==> src/rtl/ex_operand_stage.sv <==
// rtl/ex_operand_stage.sv - ID/EX pipeline register with MEM/WB operand forwarding
// Holds the decoded instruction for EX, picks ALU operands and flags load-use hazards.
module ex_operand_stage #(
  parameter int XLEN   = 32,
  parameter int REG_AW = 5
) (
  input  logic              clk,
  input  logic              rst,
  input  logic              stall,
  input  logic              flush,
  input  logic              id_valid,
  input  logic [XLEN-1:0]   id_pc,
  input  logic [XLEN-1:0]   id_rs1_data,
  input  logic [XLEN-1:0]   id_rs2_data,
  input  logic [XLEN-1:0]   id_imm,
  input  logic [REG_AW-1:0] id_rs1_addr,
  input  logic [REG_AW-1:0] id_rs2_addr,
  input  logic [REG_AW-1:0] id_rd_addr,
  input  logic              id_rs1_used,
  input  logic              id_rs2_used,
  input  logic              id_rd_wren,
  input  logic              id_is_load,
  input  logic              id_opa_sel,
  input  logic              id_opb_sel,
  input  logic [3:0]        id_alu_sel,
  input  logic              mem_valid,
  input  logic              mem_rd_wren,
  input  logic [REG_AW-1:0] mem_rd_addr,
  input  logic [XLEN-1:0]   mem_data,
  input  logic              wb_valid,
  input  logic              wb_rd_wren,
  input  logic [REG_AW-1:0] wb_rd_addr,
  input  logic [XLEN-1:0]   wb_data,
  output logic              ex_valid,
  output logic [XLEN-1:0]   ex_pc,
  output logic [XLEN-1:0]   oprand_a,
  output logic [XLEN-1:0]   oprand_b,
  output logic [3:0]        alu_sel,
  output logic [XLEN-1:0]   ex_store_data,
  output logic [REG_AW-1:0] ex_rd_addr,
  output logic              ex_rd_wren,
  output logic              ex_is_load,
  output logic              load_use_hazard
);

  logic              r_valid;
  logic [XLEN-1:0]   r_pc;
  logic [XLEN-1:0]   r_rs1_data;
  logic [XLEN-1:0]   r_rs2_data;
  logic [XLEN-1:0]   r_imm;
  logic [REG_AW-1:0] r_rs1_addr;
  logic [REG_AW-1:0] r_rs2_addr;
  logic [REG_AW-1:0] r_rd_addr;
  logic              r_rd_wren;
  logic              r_is_load;
  logic              r_opa_sel;
  logic              r_opb_sel;
  logic [3:0]        r_alu_sel;

  logic              w_mem_hit_rs1;
  logic              w_mem_hit_rs2;
  logic              w_wb_hit_rs1;
  logic              w_wb_hit_rs2;
  logic [XLEN-1:0]   w_fwd_rs1;
  logic [XLEN-1:0]   w_fwd_rs2;
  logic              w_rd_live;

  // x0 is hard-wired zero, so a producer targeting it never forwards.
  assign w_mem_hit_rs1 = mem_valid & mem_rd_wren & (mem_rd_addr == r_rs1_addr) & (r_rs1_addr != '0);
  assign w_mem_hit_rs2 = mem_valid & mem_rd_wren & (mem_rd_addr == r_rs2_addr) & (r_rs2_addr != '0);
  assign w_wb_hit_rs1  = wb_valid  & wb_rd_wren  & (wb_rd_addr  == r_rs1_addr) & (r_rs1_addr != '0);
  assign w_wb_hit_rs2  = wb_valid  & wb_rd_wren  & (wb_rd_addr  == r_rs2_addr) & (r_rs2_addr != '0);

  always_comb begin
    w_fwd_rs1 = r_rs1_data;
    if (w_mem_hit_rs1) begin
      w_fwd_rs1 = mem_data;
    end else if (w_wb_hit_rs1) begin
      w_fwd_rs1 = wb_data;
    end
  end

  always_comb begin
    w_fwd_rs2 = r_rs2_data;
    if (w_mem_hit_rs2) begin
      w_fwd_rs2 = mem_data;
    end else if (w_wb_hit_rs2) begin
      w_fwd_rs2 = wb_data;
    end
  end

  // During a stall the operands are re-captured so a producer retiring past WB is kept.
  always_ff @(posedge clk) begin
    if (rst || flush) begin
      r_valid    <= 1'b0;
      r_pc       <= '0;
      r_rs1_data <= '0;
      r_rs2_data <= '0;
      r_imm      <= '0;
      r_rs1_addr <= '0;
      r_rs2_addr <= '0;
      r_rd_addr  <= '0;
      r_rd_wren  <= 1'b0;
      r_is_load  <= 1'b0;
      r_opa_sel  <= 1'b0;
      r_opb_sel  <= 1'b0;
      r_alu_sel  <= '0;
    end else if (stall) begin
      r_rs1_data <= w_fwd_rs1;
      r_rs2_data <= w_fwd_rs2;
    end else begin
      r_valid    <= id_valid;
      r_pc       <= id_pc;
      r_rs1_data <= id_rs1_data;
      r_rs2_data <= id_rs2_data;
      r_imm      <= id_imm;
      r_rs1_addr <= id_rs1_addr;
      r_rs2_addr <= id_rs2_addr;
      r_rd_addr  <= id_rd_addr;
      r_rd_wren  <= id_rd_wren;
      r_is_load  <= id_is_load;
      r_opa_sel  <= id_opa_sel;
      r_opb_sel  <= id_opb_sel;
      r_alu_sel  <= id_alu_sel;
    end
  end

  assign w_rd_live     = r_valid & r_rd_wren;

  assign ex_valid      = r_valid;
  assign ex_pc         = r_pc;
  assign oprand_a      = r_opa_sel ? r_pc  : w_fwd_rs1;
  assign oprand_b      = r_opb_sel ? r_imm : w_fwd_rs2;
  assign alu_sel       = r_alu_sel;
  assign ex_store_data = w_fwd_rs2;
  assign ex_rd_addr    = r_rd_addr;
  assign ex_rd_wren    = w_rd_live;
  assign ex_is_load    = r_is_load;

  assign load_use_hazard = w_rd_live & r_is_load & (r_rd_addr != '0) & id_valid &
                           ((id_rs1_used & (id_rs1_addr == r_rd_addr)) |
                            (id_rs2_used & (id_rs2_addr == r_rd_addr)));

endmodule

==> config.mk <==
export PLATFORM = sky130hd
export DESIGN_NAME = ex_operand_stage
export DESIGN_NICKNAME = d
export VERILOG_FILES = /design/src/rtl/ex_operand_stage.sv
export SDC_FILE = /design/constraint.sdc
export NUM_CORES = 1
export LEC_CHECK = 0
export ABC_CLOCK_PERIOD_IN_PS = 2500
export BUFFER_PORTS_ARGS = -buffer_cell sky130_fd_sc_hd__buf_2
export CORE_AREA = 8 8 193 176
export CTS_CLUSTER_DIAMETER = 50
export DETAILED_ROUTE_END_ITERATION = 8
export DIE_AREA = 0 0 201 184
export GPL_TIMING_DRIVEN = 0
export HOLD_SLACK_MARGIN = 0.06
export SLEW_MARGIN = 20
export SYNTH_ARGS = -nofsm -noshare
export SYNTH_HDL_FRONTEND = slang
export SYNTH_SLANG_ARGS = --single-unit
==> constraint.sdc <==
create_clock -name clk -period 2.5 [get_ports clk]
set_input_delay 0.125 -clock clk [delete_from_list [all_inputs] [get_ports clk]]
set_output_delay 0.125 -clock clk [all_outputs]
set_load 0.005 [all_outputs]
# [Word level (Yosys, flattened, before mapping)]
# Cells that the tools add are included.
[totals] word_cells=49 register_bits=152 ram_bits=0 n_memories=0 in_bits=236 rom_bits=0 out_inout_bits=141 latchBits=0
[op_classes] multipliers=0 add_sub_neg=0 n_lt_le_gt_ge=0 shift=0 n_bitwise=18 div=0 eq_ne=6 mux=8 n_reduce_logical=4
[op_table] op="$mux 32" count=8
[op_table] op="$eq 5x5->1" count=6
[op_table] op="$and 1x1->1" count=17
[op_table] op="$reduce_bool 5->1" count=3
[op_table] op="$logic_or 1x1->1" count=1
[op_table] op="$or 1x1->1" count=1

# [Depth between registers and ports, before layout]
[logic_depth] depth_word=6 ltp_mapped=7 mapped_depth_nobuf=5

# [Worst setup path after synthesis]
# No wires, ideal clock.
[synth_timing] kind="reg-to-output" from="reg r_rs1_addr[0]" to="out oprand_a[3]" stages_incl_launch_ff=7 path_slack_ns=0.588 arrival_ns=1.787 cell_sequence="dfxtp_1 -> or4_4 -> o211a_1 -> buf_2 -> a21boi_0 -> a211oi_1 -> o31ai_2"
[synth_between] elab_chain_cells=6 elab_cells_between_ends=10 cone_classes="2 x eq/ne; 3 x mux; 4 x bitwise; 1 x reduce/logical"
[synth_rtl] element="from (decl)" line="51" source="logic [REG_AW-1:0] r_rs1_addr;"
[synth_rtl] element="from (signal assigned)" line="117" source="r_rs1_addr <= id_rs1_addr;"
[synth_rtl] element="$eq 5x5->1" line="71" source="assign w_wb_hit_rs1 = wb_valid & wb_rd_wren & (wb_rd_addr == r_rs1_addr) & (r_rs1_addr != '0);"
[synth_rtl] element="$and 1x1->1 (2 in a row)" line="71"
[synth_rtl] element="$mux 32" line="78" source="end else if (w_wb_hit_rs1) begin"
[synth_rtl] element="$mux 32 (*)" line="76" source="if (w_mem_hit_rs1) begin"
[synth_rtl] element="$mux 32 (*)" line="132" source="assign oprand_a = r_opa_sel ? r_pc : w_fwd_rs1;"
[synth_rtl] element="to (decl)" line="36" source="output logic [XLEN-1:0] oprand_a,"
# Mark *: on every way between the ends. The rest lies on a longest branch, timed or not.

# [Final worst setup path]
[layout_timing] from="reg r_rs1_addr[1]" to="out oprand_a[12]"
# The elaborated chain is that of the path after synthesis.

==> results.txt <==
status = finished with violations
failing checks = negative setup slack
Req. time, crit path = 2.38 ns
initial antenna violation count = 14
Max Slew Vio Count = 0
R2R setup slack = 0.13 ns
drt first pass iters = 5
worst-case clock buffer depth = 2
crit path from = r_rs1_addr[1]$_SDFFE_PP0N_
Num Clock Sinks = 152
Mapped Area = 9070 um2
Ports = 377
worst r2r src = r_rs1_addr[1]$_SDFFE_PP0N_
Syn Area/Cell = 8.12 um2
LEAKAGE = 6.52 nW
row count = 61
Filler cells = 2,849
Hold Crit Depth = 3
final net count = 1,922
post-route antenna net violation count = 0
first-pass GRT wire length = 73,000 um
First DRT Iteration DRCs = 718
# Max-Cap Violations = 0
Worst setup EP type = output pin
number of global-route vias before repair = 12,000
Worst Hold Class = in2reg
CTS tree = yes
pin count of the biggest net entering global routing = 17
area of the multi-input gates = 6860 um2
Max Clk Rate = 0.377 GHz
crit share post-route = 106%
Die ar. = 37,000 um2
FF-to-FF path depth = 9
GP Congestion = 0.877
Clk Latency, worst-skew pair = 0.44 ns
Reg area = 3070 um2
launch point of the worst hold path = wb_data[22]
instance area at placement = 11,500 um2
synth unique cells = 40
Slew @ Worst Pin = 0.947 ns
routed len/inst = 24.2 um
arrival time worst endpoint = 2.53 ns
Design Area, Final = 15,600 um2
fin worst setup slack = -0.151 ns
Max Clock Skew = 0.0114 ns
Ys Warns = 0
Slew HR = 36.9%
GRT Total Usage = 25.7%
Routed WL = 51,300 um
Syn-to-layout area delta = 72.3%
total grt overflow = 0
Initial Util = 29.6%
DR vias/cell = 5.54
H-tree depth = 4
RSZ-0062 raised after global routing = true
Startpoint Class = flop
Post-Route Utilization = 51.1%
Power Dens Cells = 435 nW/um2
die width = 201 um
Syn Nets = 1,353
port bufs = 375
Vias = 11,700
Yosys reg bits = 152
WHS = 0.0930 ns
endpoints failing hold = 0
Root Driver = clkbuf_16
hold path endpoint = r_rs2_data[22]$_SDFF_PP0_
reg2reg end = r_rs1_data[14]$_SDFF_PP0_
placeable core area = 30,600 um2
die height = 184 um
Syn Inst Count = 1,117
drt drc = 0
Worst-path clk slew = 0.07 ns
CTS buffer count = 17
min cycle time layout = 2.65 ns
detailed placement HPWL = 36,000 um
share of cells above drive strength 1 = 40.9%
Setup CP Type = reg2out
crit-path max FO = 10
maximum vdd drop = 0.431 mV
Finish-stage setup viols = 38
sequential share of the synthesized area = 33.6%
[flip-flops by register name, indices dropped and copies added, names as in the netlist]
name	count
alu_sel	4
r_imm	32
r_opb_sel	1
r_rs2_addr	5
ex_rd_addr	5
ex_is_load	1
ex_pc	32
ex_valid	1
r_rs2_data	32
r_rd_wren	1
r_rs1_data	32
r_rs1_addr	5
r_opa_sel	1
[worst max-delay path by stage]
stage | end | slack (ns)
floorplan | oprand_a[3] | 0.59
global placement | oprand_b[24] | -0.55
detailed placement | oprand_b[17] | -0.51
CTS | oprand_a[8] | -0.15
global route | oprand_a[22] | -0.22
finish | oprand_a[12] | -0.15
[metrics by stage]
step | setup TNS (ns) | worst slack [ns] | total power, mW | std cells
floorplan | 0 | 0.588 | 3.07 | 1117
global placement | -37.72 | -0.552 | 3.60 | 1901
CTS | -4.06 | -0.151 | 6.72 | 2093
detailed placement | -27.40 | -0.511 | 3.62 | 1901
global route | -8.81 | -0.216 | 7.05 | 2114
finish | -3.43 | -0.151 | 6.79 | 2116
[timing repair]
action	in CTS	in global routing
endpoints found under the setup margin	138	109
hold endpoints to repair	148	0
pin swaps	30	78
hold buffers	145	0
gates cloned	0	8
setup buffers	16	8
resized for setup	242	201
[power breakdown]
part / internal, mW / switching, mW
sequential: 2.50 / 0.0509
clock: 1.64 / 1.20
combinational: 0.657 / 0.741
[per-layer routing]
metal	wire (um)	vias up	global-route usage, %
li1	-	5245	-
met1	21200	5744	31.2
met2	24200	630	42.7
met3	4300	98	7.31
met4	1520	12	9.59
met5	69	-	0
[Yosys cell counts, drive strengths merged]
cell type / n / area share, %
nor2: 188 / 7.8
dfxtp: 152 / 34
mux2i: 88 / 9.7
clkbuf: 77 / 3.2
nand2: 69 / 2.9
a211oi: 65 / 5.4
a21boi: 64 / 5.3
a21oi: 64 / 3.5
a41oi: 64 / 6.2
nor3b: 64 / 5.3
o21ai: 64 / 3.5
o31ai: 64 / 6.3
buf: 37 / 2.0
xnor2: 15 / 1.4
xor2: 13 / 1.3
nand3: 6 / 0.39
nor4: 5 / 0.75
and2: 3 / 0.21
or4: 3 / 0.29
inv: 2 / 0.083
nor3: 2 / 0.11
a221o: 1 / 0.11
a221oi: 1 / 0.097
and4b: 1 / 0.11
nand4: 1 / 0.069
nor4b: 1 / 0.097
o211a: 1 / 0.11
o221ai: 1 / 0.097
or2: 1 / 0.069
[layout make-up]
class	count	share of cell area [%]
Clock buffer	20	2.92
Inverter	2	0.0480
Multi-Input combinational cell	849	43.9
Timing Repair Buffer	552	23.9
Tap cell	409	3.28
Buffer	112	5.16
Sequential cell	152	19.7
Clock inverter	12	1.05
Antenna cell	8	0.128
[worst max-delay path, stage by stage, from the launching register on]
cell and delay (ns):
dfxtp_2 0.35, or4_4 0.57, o211a_4 0.31, buf_12 0.18, a21boi_4 0.18, a211oi_4 0.05
o31ai_2 0.26, buf_2 0.18
[logic make-up (layout without fill, tap and decap cells)]
family	count (synthesis)	in the layout	share of synthesized area (%)
compound gates	389	389	30.7
xor+xnor	28	28	2.70
mux	88	88	9.71
other cells	0	8	0
buf+inv	116	698	5.28
simple gates	344	344	18.0
flops	152	152	33.6
[cells in the final DEF, fill, tap and decap left out, types with 26 or more instances in the layout]
cell           synthesis  routed
buf_2                 26     385
a211oi_2               0      27
mux2i_1               88      88
a211oi_4               0      34
nor2_1               187     150
a21oi_1               64      64
nor3b_1               64      64
a41oi_1               64      64
o21ai_0               61      61
o31ai_2               19      34
nand2_1               69      67
dlygate4sd3_1          0     145
dfxtp_1              152     143
clkbuf_1              77      59
o31ai_1               45      30
nor2_4                 0      26
Power figures use the tool's default switching activity.
